$ cat config.mk
export PLATFORM = sky130hd
export DESIGN_NAME = pkt_tx_framer_flat
export DESIGN_NICKNAME = d
export VERILOG_FILES = /design/src/rtl/pkt_tx_pkg.sv /design/src/rtl/pkt_tx_if.sv /design/src/rtl/pkt_len_fifo.sv /design/src/rtl/pkt_tx_framer.sv /design/src/flat_wrapper.sv
export SDC_FILE = /design/constraint.sdc
export NUM_CORES = 1
export LEC_CHECK = 0
export ABC_AREA = 1
export BUFFER_PORTS_ARGS = -buffer_cell sky130_fd_sc_hd__buf_4
export CORE_ASPECT_RATIO = 1.75
export CORE_UTILIZATION = 40
export DETAILED_ROUTE_END_ITERATION = 8
export HOLD_SLACK_MARGIN = 0.1
export SLEW_MARGIN = 20
export SYNTH_ARGS = -nofsm -noshare
export SYNTH_HDL_FRONTEND = slang
export SYNTH_SLANG_ARGS = --single-unit
$ cat constraint.sdc
create_clock -name clk -period 4.6 [get_ports clk]
set_input_delay 0.92 -clock clk [delete_from_list [all_inputs] [get_ports clk]]
set_output_delay 0.92 -clock clk [all_outputs]
set_load 0.02 [all_outputs]
$ cat src/rtl/pkt_tx_pkg.sv
// Shared types and default sizing for the packet transmit framer and its bench.
package pkt_tx_pkg;

    localparam int DATA_W         = 8;
    localparam int BUF_DEPTH_DFLT = 32;
    localparam int LEN_DEPTH_DFLT = 4;
    localparam int BUF_PTR_W      = $clog2(BUF_DEPTH_DFLT) + 1;
    localparam int LEN_PTR_W      = $clog2(LEN_DEPTH_DFLT) + 1;

    typedef enum logic [1:0] {
        IDLE     = 2'd0,
        SEND     = 2'd1,
        WAIT_ACK = 2'd2,
        GAP      = 2'd3
    } tx_state_e;

    // Completion event codes; the bench scoreboard tallies pulses by these.
    typedef enum logic [1:0] {
        EV_NONE     = 2'd0,
        EV_SENT     = 2'd1,
        EV_OVERSIZE = 2'd2,
        EV_DROP     = 2'd3
    } tx_ev_e;

endpackage

$ cat src/rtl/pkt_tx_if.sv
// Payload input stream plus framed output bus, ack and status pulses.
interface pkt_tx_if;
    import pkt_tx_pkg::*;

    logic [DATA_W-1:0] in_data;
    logic              in_valid;
    logic              in_last;
    logic              in_ready;
    logic [DATA_W-1:0] out_data;
    logic              out_valid;
    logic              bnd_plse;
    logic              ack;
    logic              err_oversize;
    logic              err_drop;
    logic              pkt_sent;

    modport master (
        input  in_data, in_valid, in_last, ack,
        output in_ready, out_data, out_valid, bnd_plse, err_oversize, err_drop, pkt_sent
    );

    modport slave (
        output in_data, in_valid, in_last, ack,
        input  in_ready, out_data, out_valid, bnd_plse, err_oversize, err_drop, pkt_sent
    );

endinterface

$ cat src/rtl/pkt_len_fifo.sv
// Purpose: small synchronous FIFO holding completed packet lengths.
// Latency: a pushed entry is visible at head_dat the cycle after the push.
// Backpressure: push ignored when full, pop ignored when empty; caller gates on full/empty.
module pkt_len_fifo #(
    parameter int DEPTH = 4,
    parameter int WIDTH = 8
) (
    input  logic             clk,
    input  logic             reset,
    input  logic             push,
    input  logic [WIDTH-1:0] push_dat,
    input  logic             pop,
    output logic [WIDTH-1:0] head_dat,
    output logic             full,
    output logic             empty
);

    localparam int AW = $clog2(DEPTH);

    logic [AW:0]      wptr_q, wptr_d;
    logic [AW:0]      rptr_q, rptr_d;
    logic [WIDTH-1:0] mem_q [DEPTH];

    assign empty    = (wptr_q == rptr_q);
    assign full     = (wptr_q[AW] != rptr_q[AW]) && (wptr_q[AW-1:0] == rptr_q[AW-1:0]);
    assign head_dat = mem_q[rptr_q[AW-1:0]];

    always_comb begin
        wptr_d = wptr_q;
        rptr_d = rptr_q;
        if (push && !full) begin
            wptr_d = wptr_q + (AW+1)'(1);
        end
        if (pop && !empty) begin
            rptr_d = rptr_q + (AW+1)'(1);
        end
    end

    always_ff @(posedge clk or negedge reset) begin
        if (!reset) begin
            wptr_q <= '0;
            rptr_q <= '0;
        end else begin
            wptr_q <= wptr_d;
            rptr_q <= rptr_d;
        end
    end

    always_ff @(posedge clk) begin
        if (push && !full) begin
            mem_q[wptr_q[AW-1:0]] <= push_dat;
        end
    end

endmodule

$ cat src/rtl/pkt_tx_framer.sv
// Purpose: buffer packets, send each as length byte + payload, retry until acked or dropped.
// Latency: frame starts 2 cycles after the in_last byte is accepted when idle.
// Backpressure: in_ready drops when the byte buffer or length queue is full; discard phase always accepts.
module pkt_tx_framer
    import pkt_tx_pkg::*;
#(
    parameter int MAX_PAYLOAD = 16,
    parameter int BUF_DEPTH   = BUF_DEPTH_DFLT,
    parameter int LEN_DEPTH   = LEN_DEPTH_DFLT,
    parameter int ACK_TIMEOUT = 64,
    parameter int MAX_RETRY   = 3,
    parameter int IFG         = 2
) (
    input  logic     clk,
    input  logic     reset,
    pkt_tx_if.master bus
);

    localparam int AW = $clog2(BUF_DEPTH);
    localparam int PW = AW + 1;
    localparam int CW = $clog2(MAX_PAYLOAD + 2);
    localparam int TW = $clog2(ACK_TIMEOUT + 1);
    localparam int RW = $clog2(MAX_RETRY + 1);
    localparam int GW = $clog2(IFG + 1);

    localparam logic [PW-1:0] P_ONE = PW'(1);
    localparam logic [CW-1:0] C_ONE = CW'(1);
    localparam logic [CW-1:0] C_MAX = CW'(MAX_PAYLOAD);
    localparam logic [TW-1:0] T_ONE = TW'(1);
    localparam logic [TW-1:0] T_END = TW'(ACK_TIMEOUT - 1);
    localparam logic [RW-1:0] R_ONE = RW'(1);
    localparam logic [RW-1:0] R_MAX = RW'(MAX_RETRY);
    localparam logic [GW-1:0] G_ONE = GW'(1);
    localparam logic [GW-1:0] G_END = GW'(IFG - 1);

    logic              up_q, discard_q, discard_d;
    logic [PW-1:0]     wptr_q, wptr_d, pkt_start_q, pkt_start_d;
    logic [CW-1:0]     cnt_q, cnt_d, cnt_inc;
    logic              err_oversize_q, oversize;
    logic              buf_full, in_ready, in_fire, wr_en;
    logic              len_push, len_pop, len_full, len_empty;
    logic [DATA_W-1:0] len_head, buf_q [BUF_DEPTH];

    tx_state_e         state_q, state_d;
    tx_ev_e            out_ev;
    logic [DATA_W-1:0] len_q, len_d, rd_dat, out_data;
    logic [PW-1:0]     rd_base_q, rd_base_d, rptr_q, rptr_d;
    logic [CW-1:0]     idx_q, idx_d, len_cnt;
    logic [TW-1:0]     timer_q, timer_d;
    logic [RW-1:0]     retry_q, retry_d;
    logic [GW-1:0]     gap_q, gap_d;
    logic              resend_q, resend_d;
    logic              pkt_sent_q, err_drop_q;
    logic              out_valid, bnd;
    logic [AW-1:0]     rd_idx;

    // Uncommitted bytes of the packet being received count towards occupancy.
    assign buf_full = (wptr_q[AW] != rptr_q[AW]) && (wptr_q[AW-1:0] == rptr_q[AW-1:0]);
    assign in_ready = up_q && (discard_q || (!buf_full && !len_full));
    assign in_fire  = bus.in_valid && in_ready;
    assign cnt_inc  = cnt_q + C_ONE;

    always_comb begin
        wptr_d      = wptr_q;
        pkt_start_d = pkt_start_q;
        cnt_d       = cnt_q;
        discard_d   = discard_q;
        wr_en       = 1'b0;
        len_push    = 1'b0;
        oversize    = 1'b0;
        if (in_fire) begin
            if (discard_q) begin
                discard_d = !bus.in_last;
            end else if (cnt_q == C_MAX) begin
                oversize  = 1'b1;
                wptr_d    = pkt_start_q;
                cnt_d     = '0;
                discard_d = !bus.in_last;
            end else begin
                wr_en  = 1'b1;
                wptr_d = wptr_q + P_ONE;
                cnt_d  = cnt_inc;
                if (bus.in_last) begin
                    len_push    = 1'b1;
                    pkt_start_d = wptr_q + P_ONE;
                    cnt_d       = '0;
                end
            end
        end
    end

    pkt_len_fifo #(
        .DEPTH (LEN_DEPTH),
        .WIDTH (DATA_W)
    ) u_len_fifo (
        .clk      (clk),
        .reset    (reset),
        .push     (len_push),
        .push_dat (DATA_W'(cnt_inc)),
        .pop      (len_pop),
        .head_dat (len_head),
        .full     (len_full),
        .empty    (len_empty)
    );

    always_ff @(posedge clk) begin
        if (wr_en) begin
            buf_q[wptr_q[AW-1:0]] <= bus.in_data;
        end
    end

    assign len_cnt = CW'(len_q);
    assign rd_idx  = rd_base_q[AW-1:0] + AW'(idx_q) - AW'(1);
    assign rd_dat  = buf_q[rd_idx];

    always_comb begin
        state_d   = state_q;
        len_d     = len_q;
        rd_base_d = rd_base_q;
        idx_d     = idx_q;
        timer_d   = timer_q;
        retry_d   = retry_q;
        gap_d     = gap_q;
        resend_d  = resend_q;
        rptr_d    = rptr_q;
        len_pop   = 1'b0;
        out_ev    = EV_NONE;
        out_valid = 1'b0;
        bnd       = 1'b0;
        out_data  = '0;
        case (state_q)
            IDLE: begin
                if (!len_empty) begin
                    len_d     = len_head;
                    rd_base_d = rptr_q;
                    idx_d     = '0;
                    retry_d   = '0;
                    state_d   = SEND;
                end
            end
            SEND: begin
                out_valid = 1'b1;
                out_data  = (idx_q == '0) ? len_q : rd_dat;
                bnd       = (idx_q == '0) || (idx_q == len_cnt);
                if (idx_q == len_cnt) begin
                    timer_d = '0;
                    state_d = WAIT_ACK;
                end else begin
                    idx_d = idx_q + C_ONE;
                end
            end
            WAIT_ACK: begin
                // An ack on the expiry cycle wins over the timeout.
                if (bus.ack) begin
                    rptr_d   = rd_base_q + PW'(len_q);
                    len_pop  = 1'b1;
                    out_ev   = EV_SENT;
                    resend_d = 1'b0;
                    gap_d    = '0;
                    state_d  = GAP;
                end else if (timer_q == T_END) begin
                    gap_d   = '0;
                    state_d = GAP;
                    if (retry_q == R_MAX) begin
                        rptr_d   = rd_base_q + PW'(len_q);
                        len_pop  = 1'b1;
                        out_ev   = EV_DROP;
                        resend_d = 1'b0;
                    end else begin
                        retry_d  = retry_q + R_ONE;
                        resend_d = 1'b1;
                    end
                end else begin
                    timer_d = timer_q + T_ONE;
                end
            end
            GAP: begin
                if (gap_q == G_END) begin
                    idx_d   = '0;
                    state_d = resend_q ? SEND : IDLE;
                end else begin
                    gap_d = gap_q + G_ONE;
                end
            end
            default: state_d = IDLE;
        endcase
    end

    always_ff @(posedge clk or negedge reset) begin
        if (!reset) begin
            up_q           <= 1'b0;
            wptr_q         <= '0;
            pkt_start_q    <= '0;
            cnt_q          <= '0;
            discard_q      <= 1'b0;
            err_oversize_q <= 1'b0;
        end else begin
            up_q           <= 1'b1;
            wptr_q         <= wptr_d;
            pkt_start_q    <= pkt_start_d;
            cnt_q          <= cnt_d;
            discard_q      <= discard_d;
            err_oversize_q <= oversize;
        end
    end

    always_ff @(posedge clk or negedge reset) begin
        if (!reset) begin
            state_q    <= IDLE;
            len_q      <= '0;
            rd_base_q  <= '0;
            rptr_q     <= '0;
            idx_q      <= '0;
            timer_q    <= '0;
            retry_q    <= '0;
            gap_q      <= '0;
            resend_q   <= 1'b0;
            pkt_sent_q <= 1'b0;
            err_drop_q <= 1'b0;
        end else begin
            state_q    <= state_d;
            len_q      <= len_d;
            rd_base_q  <= rd_base_d;
            rptr_q     <= rptr_d;
            idx_q      <= idx_d;
            timer_q    <= timer_d;
            retry_q    <= retry_d;
            gap_q      <= gap_d;
            resend_q   <= resend_d;
            pkt_sent_q <= (out_ev == EV_SENT);
            err_drop_q <= (out_ev == EV_DROP);
        end
    end

    assign bus.in_ready     = in_ready;
    assign bus.out_data     = out_data;
    assign bus.out_valid    = out_valid;
    assign bus.bnd_plse     = bnd;
    assign bus.err_oversize = err_oversize_q;
    assign bus.err_drop     = err_drop_q;
    assign bus.pkt_sent     = pkt_sent_q;

endmodule

$ cat src/flat_wrapper.sv
// flat-port wrapper written by rule: the top's interface ports become plain ports
module pkt_tx_framer_flat import pkt_tx_pkg::*;
#(
    parameter int MAX_PAYLOAD = 16,
    parameter int BUF_DEPTH   = BUF_DEPTH_DFLT,
    parameter int LEN_DEPTH   = LEN_DEPTH_DFLT,
    parameter int ACK_TIMEOUT = 64,
    parameter int MAX_RETRY   = 3,
    parameter int IFG         = 2
)
  (clk, reset, bus_in_data, bus_in_valid, bus_in_last, bus_ack, bus_in_ready, bus_out_data, bus_out_valid, bus_bnd_plse, bus_err_oversize, bus_err_drop, bus_pkt_sent);
  pkt_tx_if bus_i ();
  input  logic clk;
  input  logic reset;
  input wire logic [$bits(bus_i.in_data)-1:0] bus_in_data;
  input wire logic [$bits(bus_i.in_valid)-1:0] bus_in_valid;
  input wire logic [$bits(bus_i.in_last)-1:0] bus_in_last;
  input wire logic [$bits(bus_i.ack)-1:0] bus_ack;
  output wire logic [$bits(bus_i.in_ready)-1:0] bus_in_ready;
  output wire logic [$bits(bus_i.out_data)-1:0] bus_out_data;
  output wire logic [$bits(bus_i.out_valid)-1:0] bus_out_valid;
  output wire logic [$bits(bus_i.bnd_plse)-1:0] bus_bnd_plse;
  output wire logic [$bits(bus_i.err_oversize)-1:0] bus_err_oversize;
  output wire logic [$bits(bus_i.err_drop)-1:0] bus_err_drop;
  output wire logic [$bits(bus_i.pkt_sent)-1:0] bus_pkt_sent;
  assign bus_i.in_data = bus_in_data;
  assign bus_i.in_valid = bus_in_valid;
  assign bus_i.in_last = bus_in_last;
  assign bus_i.ack = bus_ack;
  assign bus_in_ready = bus_i.in_ready;
  assign bus_out_data = bus_i.out_data;
  assign bus_out_valid = bus_i.out_valid;
  assign bus_bnd_plse = bus_i.bnd_plse;
  assign bus_err_oversize = bus_i.err_oversize;
  assign bus_err_drop = bus_i.err_drop;
  assign bus_pkt_sent = bus_i.pkt_sent;
  pkt_tx_framer #(.MAX_PAYLOAD(MAX_PAYLOAD), .BUF_DEPTH(BUF_DEPTH), .LEN_DEPTH(LEN_DEPTH), .ACK_TIMEOUT(ACK_TIMEOUT), .MAX_RETRY(MAX_RETRY), .IFG(IFG)) u_core (.clk(clk), .reset(reset), .bus(bus_i));
endmodule
==> results by group, run 1 <==
Drt
  • DR DRC count: 0
  • Final wirelength: 38100 um
  • Vias/cell: 5.29
  • Antenna Nets Post-Route: 0
  • DR vias: 10300
  • WL per Instance: 19.7 um
  • DRT iter0 DRCs: 796
  • First-pass iteration count of the detailed router: 5

Global routing
  • Vias in the first global route: 10100
  • Antenna violations before repair: 0
  • Largest net degree at the start of global routing: 129
  • First-pass GRT wire length: 58000 um
  • Remaining global-route overflow: 0
  • Overall routing resource usage: 0.200

Die
  • Die H: 260 um
  • Die span in x: 150 um
  • Die area: 0.0390 sq mm
  • Number of I/O pins: 27
  • Core ar.: 0.0376 sq mm
  • Initial Utilization: 0.405
  • FP Rows: 94

Final layout
  • Layout cells sized above 1: 0.110
  • Commonest non-fill, non-tap cell in the layout: nand2_1
  • Ant. Diodes: 0
  • Syn-to-layout area delta: 11.3%
  • Non-Filler Instances: 1939
  • Most frequent cells in the layout: 376 x nand2_1, 276 x edfxtp_1, 268 x nand3_1, 72 x inv_1
  • Final net count: 1483
  • Post-layout util: 0.451

STA
  • Fmax: 228 MHz
  • Layout Skew: 0.0137 ns
  • Final period util: 0.952
  • RSZ-0062 raised after global routing: false
  • Fin crit period: 4.38 ns
  • # setup viols final: 0
  • Worst slew margin: 0.440
  • Least-Margin Pin Slew: 0.840 ns
  • Fin. Hold Viols: 0
  • Max-slew violation count: 0
  • TNS Setup: 0 ns

Clock tree
  • Insertion delay of the later-clocked pin in the worst-skew pair: 0.57 ns
  • Buffer depth of the longest clock path: 3
  • Post-cts sizing count: 0
  • Root Buffer: clkbuf_16
  • Sink Count: 340
  • Setup bufs post-CTS: 0
  • CTS tree: done
  • Clk pin slew, worst setup/hold paths: 0.07 ns
  • Num CTS Buffers: 29
  • CTS H-tree lvls: 1
  • # hold bufs at CTS: 0

Setup path
  • Max incr delay on CP: 0.52 ns
  • Worst Path Required: 3.68 ns
  • Setup slack, reg-to-reg: 1.79 ns
  • Crit-path max FO: 41
  • CP Data Arrival Time: 3.46 ns
  • Critical-path cell list: inv_1 > ha_4 > clkinv_2 > buf_12 > nand2_1 > nand3_1 > nand3_1 > nand3_1 > nand3_1 > nand3_1 > nand2_1 > inv_1 > buf_4
  • RR Startpoint: u_core.cnt_q[0]
  • Slowest-stage cell, CP: clkinv_2
  • Worst reg-to-reg path cell count: 9
  • CP Capture Type: output port
  • Worst setup SP type: register
  • FF-to-FF End: u_core.buf_q[25][3]
  • Crit Path Class: reg -> out
  • Most frequent CP cell: nand3_1

Worst hold path
  • Worst hold path class: in -> async

Logic synthesis
  • Syn nets: 1452
  • Top_reg_cell synth: edfxtp_1
  • Syn_area_per_cell: 10.9 sq um
  • Synth Warn #: 0
  • Mapped Area: 0.0153 sq mm
  • Synth Instances: 1405
  • Sequential element share of the synthesized area: 0.648
  • Yosys reg bits: 340
  • Async S/R FF share, synth: 0.188
  • Post-synth EDFFs: 276
  • Synth unique cells: 47

Power
  • Total power draw: 13100 uW
  • VDD IR-drop max: 0.000803 V
  • Leak: 0.00652 uW
  • Pwr dens: 772 mW/mm^2

Run status
  • Outcome: finished clean

Placed design
  • Routability-driven placement congestion ratio: 0.864
  • Post-Place Cells: 1885
  • Buffers added on ports: 26
  • Post-DP HPWL: 25300 um

Job
  • Max_cap viols: 0
-- metal layers --
metal | GRT usage | vias to the layer above | share of wire | wire (um)
met3 | 0.0182 | 88 | 0.038 | 1460
met1 | 0.208 | 4976 | 0.35 | 13200
met5 | 0 | - | 0 | 0
met2 | 0.382 | 273 | 0.55 | 21100
met4 | 0.120 | 0 | 0.061 | 2330
li1 | - | 4919 | - | -
-- through the flow --
step / instance area (sq um) / hold slack, ns / setup WS (ns)
5_1_grt: 17000 / 0.509 / 0.0308
3_5_place_dp: 16100 / 0.478 / 0.855
2_1_floorplan: 15300 / 0.449 / 0.987
6_report: 17000 / 0.446 / 0.222
4_1_cts: 17000 / 0.465 / 0.232
3_3_place_gp: 16100 / 0.465 / 0.857
-- synthesized netlist by cell type (5+ instances only) --
master	number	share of area
clkbuf_1	17	0.0042
nor3_1	38	0.012
xor2_1	15	0.0086
nor2_1	44	0.011
buf_2	38	0.012
buf_6	6	0.0044
nand4_1	12	0.0049
nand3_1	268	0.088
o21ai_0	40	0.013
o32ai_1	5	0.0029
mux2i_1	6	0.0039
nand2_1	376	0.092
nand2_2	13	0.0053
nor2_2	5	0.0020
dfrtp_1	64	0.10
o21ai_2	5	0.0029
ha_1	32	0.026
edfxtp_1	276	0.54
a21oi_1	15	0.0049
inv_1	73	0.018
xnor2_1	11	0.0063
-- registers in the layout, indices dropped and copies added, names as in the netlist, 3 cells and up --
name	count
u_core.rptr_q	6
u_core.u_len_fifo.wptr_q	3
u_core.cnt_q	5
u_core.len_q	5
u_core.pkt_start_q	6
u_core.wptr_q	6
u_core.u_len_fifo.rptr_q	3
u_core.idx_q	5
u_core.rd_base_q	6
u_core.buf_q	256
u_core.u_len_fifo.mem_q	20
u_core.timer_q	7
-- how the worst max path moves through the flow --
| stage | from | endpoint | slack (ns) | cells after the start |
|---|---|---|---|---|
| 2_1_floorplan | u_core.idx_q[1] | bus_out_data[6] | 0.99 | 12 |
| 3_3_place_gp | u_core.idx_q[0] | bus_out_data[4] | 0.86 | 13 |
| 3_5_place_dp | u_core.idx_q[0] | bus_out_data[4] | 0.85 | 13 |
| 4_1_cts | u_core.idx_q[0] | bus_out_data[4] | 0.23 | 13 |
| 5_1_grt | u_core.idx_q[0] | bus_out_data[3] | 0.03 | 13 |
| 6_report | u_core.idx_q[0] | bus_out_data[3] | 0.22 | 13 |
-- critical path, delay by kind of cell, from the launching register on --
kind | cells | cell delay, ns
adder cells (fa/ha/maj) | 1 | 0.31
flip-flops | 1 | 0.43
buffers and inverters | 5 | 1.27
AND/OR/NAND/NOR | 7 | 0.85
-- report_power, final --
group	total (uW)	internal [uW]	switching [uW]
Clock	2400	1320	1080
Combinational	6850	2090	4760
Sequential	3880	3610	268
Total	13100	7020	6110
-- final cells by class --
cell class	count	area [sq um]
Clock buffer	43	838
Timing Repair Buffer	68	561
Tap cell	480	601
Fill cell	3476	20600
Inverter	83	323
Sequential cell	340	9890
Clock inverter	11	88.8
Multi-Input combinational cell	914	4690
-- cell families (layout without fill, tap and decap cells) --
| logic type | Yosys count | count (layout) | share of synthesized area |
|---|---|---|---|
| AOI/OAI and AO/OA | 75 | 75 | 0.0283 |
| buffers and inverters | 151 | 205 | 0.0462 |
| muxes | 10 | 10 | 0.00689 |
| other | 1 | 1 | 0.000246 |
| adders and majority gates | 34 | 34 | 0.0289 |
| xor gates and xnor gates | 27 | 27 | 0.0160 |
| and+or+nand+nor | 767 | 767 | 0.225 |
| DFF | 340 | 340 | 0.648 |
(Power assumes the default switching activity.)
==> run 2, diff against run 1 <==
--- a/config.mk
+++ b/config.mk
@@ -5,7 +5,7 @@
 export SDC_FILE = /design/constraint.sdc
 export NUM_CORES = 1
 export LEC_CHECK = 0
-export ABC_AREA = 1
+export ABC_AREA = 0
 export BUFFER_PORTS_ARGS = -buffer_cell sky130_fd_sc_hd__buf_4
 export CORE_ASPECT_RATIO = 1.75
 export CORE_UTILIZATION = 40
==> run 2 against run 1 <==
  * Cell count down 27%
  * Global-route usage down 2.2 points
  * Worst setup slack worse by 0.16 ns
  * Cell area down 1.8%
  * Hold slack about the same
  * Synthesized cell count down 38%
  * Via count down 25%
  * Die area down 3.5%
  * Critical path depth unchanged
  * Flip-flop and latch count unchanged
  * Fmax down 3.5%
  * Register-to-register slack worse by 0.46 ns
  * Largest cell class unchanged
==> results by group, run 2 <==
Run status
  • Outcome: finished clean

Clock tree
  • Root Buffer: clkbuf_16
  • Sink Count: 340 (unchanged)
  • CTS tree: done
  • Num CTS Buffers: 31 (+6.9%)
  • Clk pin slew, worst setup/hold paths: 0.07 ns (about the same)
  • Insertion delay of the later-clocked pin in the worst-skew pair: 0.57 ns (about the same)
  • Buffer depth of the longest clock path: 3 (unchanged)
  • CTS H-tree lvls: 1 (unchanged)

Final layout
  • Layout fillers: 3172 (-8.7%)
  • Ant. Diodes: 0 (unchanged)
  • Register area: 0.00989 sq mm (about the same)
  • Largest register FFs: 256 (unchanged)
  • Most frequent cells in the layout: 276 x edfxtp_1, 72 x mux4_2, 63 x dfrtp_1, 57 x nand2_1, 45 x buf_4
  • Layout cells sized above 1: 0.233 (+0.123)
  • Area of the multi-input gates: 0.00460 sq mm (-1.9%)
  • Final net count: 969 (-35%)
  • Commonest non-fill, non-tap cell in the layout: edfxtp_1
  • Syn-to-layout area delta: 13.3%

Job
  • Max_cap viols: 0 (unchanged)

Logic synthesis
  • Syn nets: 921 (-37%)
  • Syn_area_per_cell: 16.8 sq um (+55%)
  • Mapped Area: 0.0147 sq mm (-3.6%)
  • Top cells by count, synth: 276 x edfxtp_1, 72 x mux4_2, 64 x dfrtp_1, 57 x nand2_1, 35 x inv_1
  • Synth Instances: 874 (-38%)
  • Async S/R FF share, synth: 0.188 (unchanged)
  • Top post-synthesis cells by area: edfxtp_1 56%, mux4_2 11%, dfrtp_1 11%
  • Synth unique cells: 66 (+40%)
  • Sequential element share of the synthesized area: 0.672 (+0.0239)
  • Synth area leader: edfxtp_1
  • Most common cell in the netlist: edfxtp_1
  • Top_reg_cell synth: edfxtp_1
  • Post-synth EDFFs: 276 (unchanged)
  • Share of Yosys cell area claimed by the top area cell type: 0.563 (+0.0200)
  • Yosys reg bits: 340 (unchanged)
  • Synth Warn #: 0 (unchanged)

Drt
  • Final wirelength: 33000 um (-13%)
  • DR DRC count: 0 (unchanged)
  • DRT iter0 DRCs: 511 (-36%)
  • DRT met1 WL: 12200 um (-7.8%)
  • WL met3: 1270 um (-13%)
  • DR vias: 7705 (-25%)
  • WL per Instance: 23.3 um (+19%)
  • Top Layer Used: met4
  • Vias/cell: 5.45 (+3.0%)
  • Antenna Nets Post-Route: 0 (unchanged)
  • DR WL met2: 18600 um (-12%)
  • First-pass iteration count of the detailed router: 4 (-1)

STA
  • Fin crit period: 4.53 ns (+0.157 ns)
  • Layout Skew: 0.0157 ns (+0.00200 ns)
  • WHS: 0.446 ns (-0.000442 ns)
  • # setup viols final: 0 (unchanged)
  • Least-Margin Pin Slew: 0.968 ns (+0.127 ns)
  • Final period util: 0.986 (+0.0340)
  • Fmax: 221 MHz (-3.5%)
  • RSZ-0062 raised after global routing: true
  • Max-slew violation count: 0 (unchanged)
  • Worst slew margin: 0.353 (-0.0872)
  • Fin. Hold Viols: 0 (unchanged)

Global routing
  • Remaining global-route overflow: 0 (unchanged)
  • Largest net degree at the start of global routing: 65 (-50%)
  • Vias in the first global route: 8059 (-21%)
  • Overall routing resource usage: 0.178 (-0.0218)
  • Antenna violations before repair: 0 (unchanged)
  • First-pass GRT wire length: 49800 um (-14%)

Die
  • Number of I/O pins: 27 (unchanged)
  • FP Rows: 92 (-2.1%)
  • Die area: 0.0376 sq mm (-3.5%)
  • Die span in x: 147 um (-1.8%)
  • Initial Utilization: 0.407 (+0.00174)
  • Die H: 256 um (-1.8%)
  • Core ar.: 0.0361 sq mm (-4.0%)

Setup path
  • Crit-path max FO: 8 (-80%)
  • Critical path origin: u_core.rd_base_q[1]
  • Worst reg-to-reg path cell count: 5 (-4)
  • RR Startpoint: u_core.wptr_q[4]
  • Slowest-stage cell, CP: fa_2
  • Worst setup SP type: register
  • Worst Path Required: 3.68 ns (about the same)
  • CP bufs+invs: 6 (+1)
  • CP Capture Type: output port
  • CP Data Arrival Time: 3.61 ns (+0.15 ns)
  • CP Depth: 13 (unchanged)
  • Top delay family on crit path: adder cells
  • FF-to-FF End: u_core.buf_q[27][6]
  • Max incr delay on CP: 0.71 ns (+0.19 ns)
  • Critical path endpoint: bus_out_data[6]
  • Critical-path cell list: inv_2 > ha_4 > inv_2 > ha_4 > fa_2 > buf_12 > buf_16 > buf_4 > nor2b_1 > a211oi_1 > a21oi_1 > a22o_1 > buf_4
  • Setup slack, reg-to-reg: 1.33 ns (-0.46 ns)
  • Crit Path Class: reg -> out

Placed design
  • Buffers added on ports: 26 (unchanged)
  • Post-DP HPWL: 22300 um (-12%)
  • Routability-driven placement congestion ratio: 0.826 (-4.4%)

Worst hold path
  • Worst hold path class: in -> async
## run 2: cell types whose count changed in the layout (fill, tap and decap cells not counted), moves of 19 or more
cell / delta
nand3_1: -250
buf_4: -19
nand2_1: -319
and3_1: +28
nor3_1: -20
inv_1: -40
nor2_1: -21
o21ai_0: -19
mux4_2: +72
## run 2: final cells by class
cell class | count | share of cell area
clock inverters | 17 | 0.00848
clock buffers | 38 | 0.0481
inverters | 36 | 0.00810
repair buffers | 53 | 0.0314
multi-input cells | 460 | 0.276
flip-flops and latches | 340 | 0.593
well taps | 470 | 0.0353
## run 2: how the worst min path moves through the flow
| stage | from | endpoint | depth (start not counted) |
|---|---|---|---|
| final | reset | u_core.timer_q[5] | 1 |
| after CTS | reset | u_core.bus.pkt_sent | 1 |
| after floorplan | u_core.resend_q | u_core.resend_q | 2 |
| after detailed placement | u_core.resend_q | u_core.resend_q | 2 |
| after global placement | u_core.up_q | u_core.discard_q | 1 |
| after global routing | reset | u_core.bus.pkt_sent | 1 |
## run 2: cells by family after synthesis
kind of cell / synth area share
adder cells (fa/ha/maj): 0.0299
flip-flops: 0.672
other: 0.000255
XOR/XNOR: 0.0245
AO/OA/AOI/OAI: 0.0527
AND/OR/NAND/NOR: 0.0601
buffers and inverters: 0.0228
multiplexers: 0.138
## run 2: worst register-to-register path, delay by kind of cell (launching register included)
kind	cells	cell delay (ns)
AND/OR/NAND/NOR	3	1.06
flip-flops	1	0.78
AO/OA/AOI/OAI	1	0.74
XOR/XNOR	1	0.30
## run 2: repair_timing
action                                  CTS  global route
gates cloned                              2             1
pin swaps                                 1             6
resized for setup                         3            15
endpoints found under the setup margin    7             8
setup buffers                             1             4
hold buffers                              0             0
## run 2: metrics by stage
stage,worst slack (ns),cells,TNS [ns],util,area (sq um)
floorplan,0.794,874,0,-,14700
global placement,0.510,1351,0,0.430,15500
detailed placement,0.489,1351,0,0.430,15500
CTS,0.00825,1409,0,0.458,16600
global route,-0.0570,1414,-0.267,0.462,16700
finish,0.0659,1414,0,0.462,16700
## run 2: metal layers
layer  up-vias  track usage
met5         -            0
met4         0       0.0619
met3        41       0.0282
met2       150        0.337
met1      4003        0.200
li1       3511            -
Power of run 2 is not shown: default switching activity piles up to over one toggle a cycle in this logic, so the estimate is an artifact.
==> run 3, diff against run 2 <==
--- a/config.mk
+++ b/config.mk
@@ -9,9 +9,10 @@
 export BUFFER_PORTS_ARGS = -buffer_cell sky130_fd_sc_hd__buf_4
 export CORE_ASPECT_RATIO = 1.75
 export CORE_UTILIZATION = 40
+export CTS_BUF_LIST = sky130_fd_sc_hd__clkbuf_16
 export DETAILED_ROUTE_END_ITERATION = 8
 export HOLD_SLACK_MARGIN = 0.1
-export SLEW_MARGIN = 20
+export RECOVER_POWER = 50
 export SYNTH_ARGS = -nofsm -noshare
 export SYNTH_HDL_FRONTEND = slang
 export SYNTH_SLANG_ARGS = --single-unit
==> run 3 against run 2 <==
  * The run now ends with capacitance limit, slew limit left
  * Worst setup slack got worse by 0.027 ns
  * Cell area decreased by 0.25%
  * Count of clock-buffer cells in the layout decreased by 7
  * Fmax decreased by 0.59%
  * Wire length about the same
  * Die area is the same
  * Hold slack worse by 0.0038 ns
  * Critical path depth unchanged
  * Non-clock buffer count did not move
  * Sequential share of layout area is 0.15 points higher
  * Global-route usage about the same
  * Critical path type unchanged
==> results by group, run 3 (synthesis results as in run 2) <==
Job
  • Max_cap viols: 5 (+5)

Global routing
  • Overall routing resource usage: 0.178 (about the same)
  • Largest net degree at the start of global routing: 65 (unchanged)
  • Antenna violations before repair: 0 (unchanged)
  • First-pass GRT wire length: 49800 um (about the same)
  • Vias in the first global route: 8059 (unchanged)
  • Remaining global-route overflow: 0 (unchanged)

STA
  • RSZ-0062 raised after global routing: true
  • Final period util: 0.991 (+0.00581)
  • Fmax: 219 MHz (-0.59%)
  • Fin. Hold Viols: 0 (unchanged)
  • Fin crit period: 4.56 ns (+0.0267 ns)
  • # setup viols final: 0 (unchanged)
  • Least-Margin Pin Slew: 1.64 ns (+0.677 ns)
  • TNS Setup: 0 ns (unchanged)
  • Layout Skew: 0.0175 ns (+0.00181 ns)
  • Worst slew margin: -0.0966 (-0.449)
  • Max-slew violation count: 131 (+131)
  • WHS: 0.442 ns (-0.00377 ns)
  • Worst setup margin: 0.0392 ns (-0.0267 ns)

Final layout
  • Design Area, Final: 0.0166 sq mm (-0.25%)
  • Syn-to-layout area delta: 13.0%
  • Most frequent cells in the layout: 276 x edfxtp_1, 72 x mux4_2, 63 x dfrtp_1, 57 x nand2_1, 39 x inv_1
  • Layout fillers: 3176 (+0.13%)
  • Ant. Diodes: 0 (unchanged)
  • Commonest non-fill, non-tap cell in the layout: edfxtp_1
  • Layout cells sized above 1: 0.224 (-0.00953)
  • Register area: 0.00989 sq mm (unchanged)
  • Largest register FFs: 256 (unchanged)
  • Final net count: 969 (unchanged)
  • Area of the multi-input gates: 0.00459 sq mm (-0.19%)

Clock tree
  • CTS tree: done
  • Num CTS Buffers: 31 (unchanged)
  • Root Buffer: clkbuf_16
  • Clk pin slew, worst setup/hold paths: 0.07 ns (about the same)
  • Insertion delay of the later-clocked pin in the worst-skew pair: 0.57 ns (about the same)
  • CTS H-tree lvls: 1 (unchanged)
  • Sink Count: 340 (unchanged)
  • # hold bufs at CTS: 0 (unchanged)
  • Buffer depth of the longest clock path: 3 (unchanged)

Setup path
  • Slowest-stage cell, CP: fa_2
  • Max incr delay on CP: 0.71 ns (about the same)
  • Worst setup SP type: register
  • CP Data Arrival Time: 3.64 ns (+0.03 ns)
  • CP Capture Type: output port
  • Worst Path Required: 3.68 ns (about the same)
  • CP bufs+invs: 6 (unchanged)
  • Top delay family on crit path: adder cells
  • Critical-path cell list: inv_2 > ha_4 > inv_2 > ha_4 > fa_2 > buf_12 > buf_16 > buf_4 > nor2b_1 > a211oi_1 > a21oi_1 > a22o_1 > buf_4
  • Crit-path max FO: 8 (unchanged)
  • Crit Path Class: reg -> out

Die
  • FP Rows: 92 (unchanged)
  • Die area: 0.0376 sq mm (unchanged)
  • Core ar.: 0.0361 sq mm (unchanged)
  • Initial Utilization: 0.407 (unchanged)
  • Number of I/O pins: 27 (unchanged)
  • Die span in x: 147 um (unchanged)
  • Die H: 256 um (unchanged)

Drt
  • DR vias: 7661 (-0.57%)
  • WL per Instance: 23.3 um (about the same)
  • Antenna Nets Post-Route: 0 (unchanged)
  • Vias/cell: 5.42 (-0.57%)
  • DRT iter0 DRCs: 485 (-5.1%)
  • DR DRC count: 0 (unchanged)
  • First-pass iteration count of the detailed router: 5 (+1)
  • Final wirelength: 33000 um (about the same)

Placed design
  • Routability-driven placement congestion ratio: 0.826 (unchanged)
  • Placed cell area: 0.0155 sq mm (unchanged)
  • Post-DP HPWL: 22300 um (unchanged)
  • Buffers added on ports: 26 (unchanged)
  • Worst slack, placed: 0.489 ns (unchanged)

Run status
  • Outcome: finished with violations
  • Failing checks: capacitance limit, slew limit

Worst hold path
  • Worst hold path class: in -> async
run 3: cell count changes in the layout (fill, tap and decap cells not counted):
cell / before / now
mux2i_2: 3 / 4
clkbuf_1: 7 / 9
inv_1: 32 / 39
buf_4: 45 / 36
mux2i_4: 3 / 2
run 3: cell type report:
class                           count  share of cell area
Timing Repair Buffer               53              0.0294
Inverter                           36             0.00812
Multi-Input combinational cell    460               0.276
Sequential cell                   340               0.594
Tap cell                          470              0.0353
Clock inverter                     24              0.0101
Clock buffer                       31              0.0466
run 3: worst register-to-register path, stage by stage, from the launching register on:
cell and delay, ns:
dfrtp_1 0.79, xor2_1 0.30, nor4_4 0.12, a211oi_2 0.75
nand2_1 0.17, nor2_1 0.77
run 3: worst paths after layout:
kind,startpoint,endpoint,slack [ns],cells after the start
setup / recovery,u_core.rd_base_q[1],bus_out_data[6],0.04,13
hold / removal,reset,u_core.timer_q[5],0.44,1
setup reg to reg,u_core.wptr_q[4],u_core.buf_q[27][6],1.33,5
hold reg to reg,u_core.resend_q,u_core.resend_q,0.50,2
max in group asynchronous,reset,u_core.idx_q[2],3.55,1
min in group clk,u_core.resend_q,u_core.resend_q,0.50,2
run 3: per-stage QoR:
step | std cells | utilization
floorplan | 874 | -
global placement | 1351 | 0.430
detailed placement | 1351 | 0.430
CTS | 1409 | 0.458
global route | 1414 | 0.460
finish | 1414 | 0.460
run 3: timing repair:
item | 4_1_cts | 5_1_grt
resized for setup | 3 | 14
setup endpoints to repair | 7 | 7
setup buffers | 1 | 4
gates cloned | 2 | 1
pin swaps | 1 | 6
run 3: per-layer routing:
metal,GRT usage,wire length (um),up-vias
met5,0,0,-
met4,0.0619,956,0
met3,0.0282,1280,40
met2,0.337,18600,143
met1,0.200,12200,3972
li1,-,-,3506
Power of run 3 is left out for the same reason.
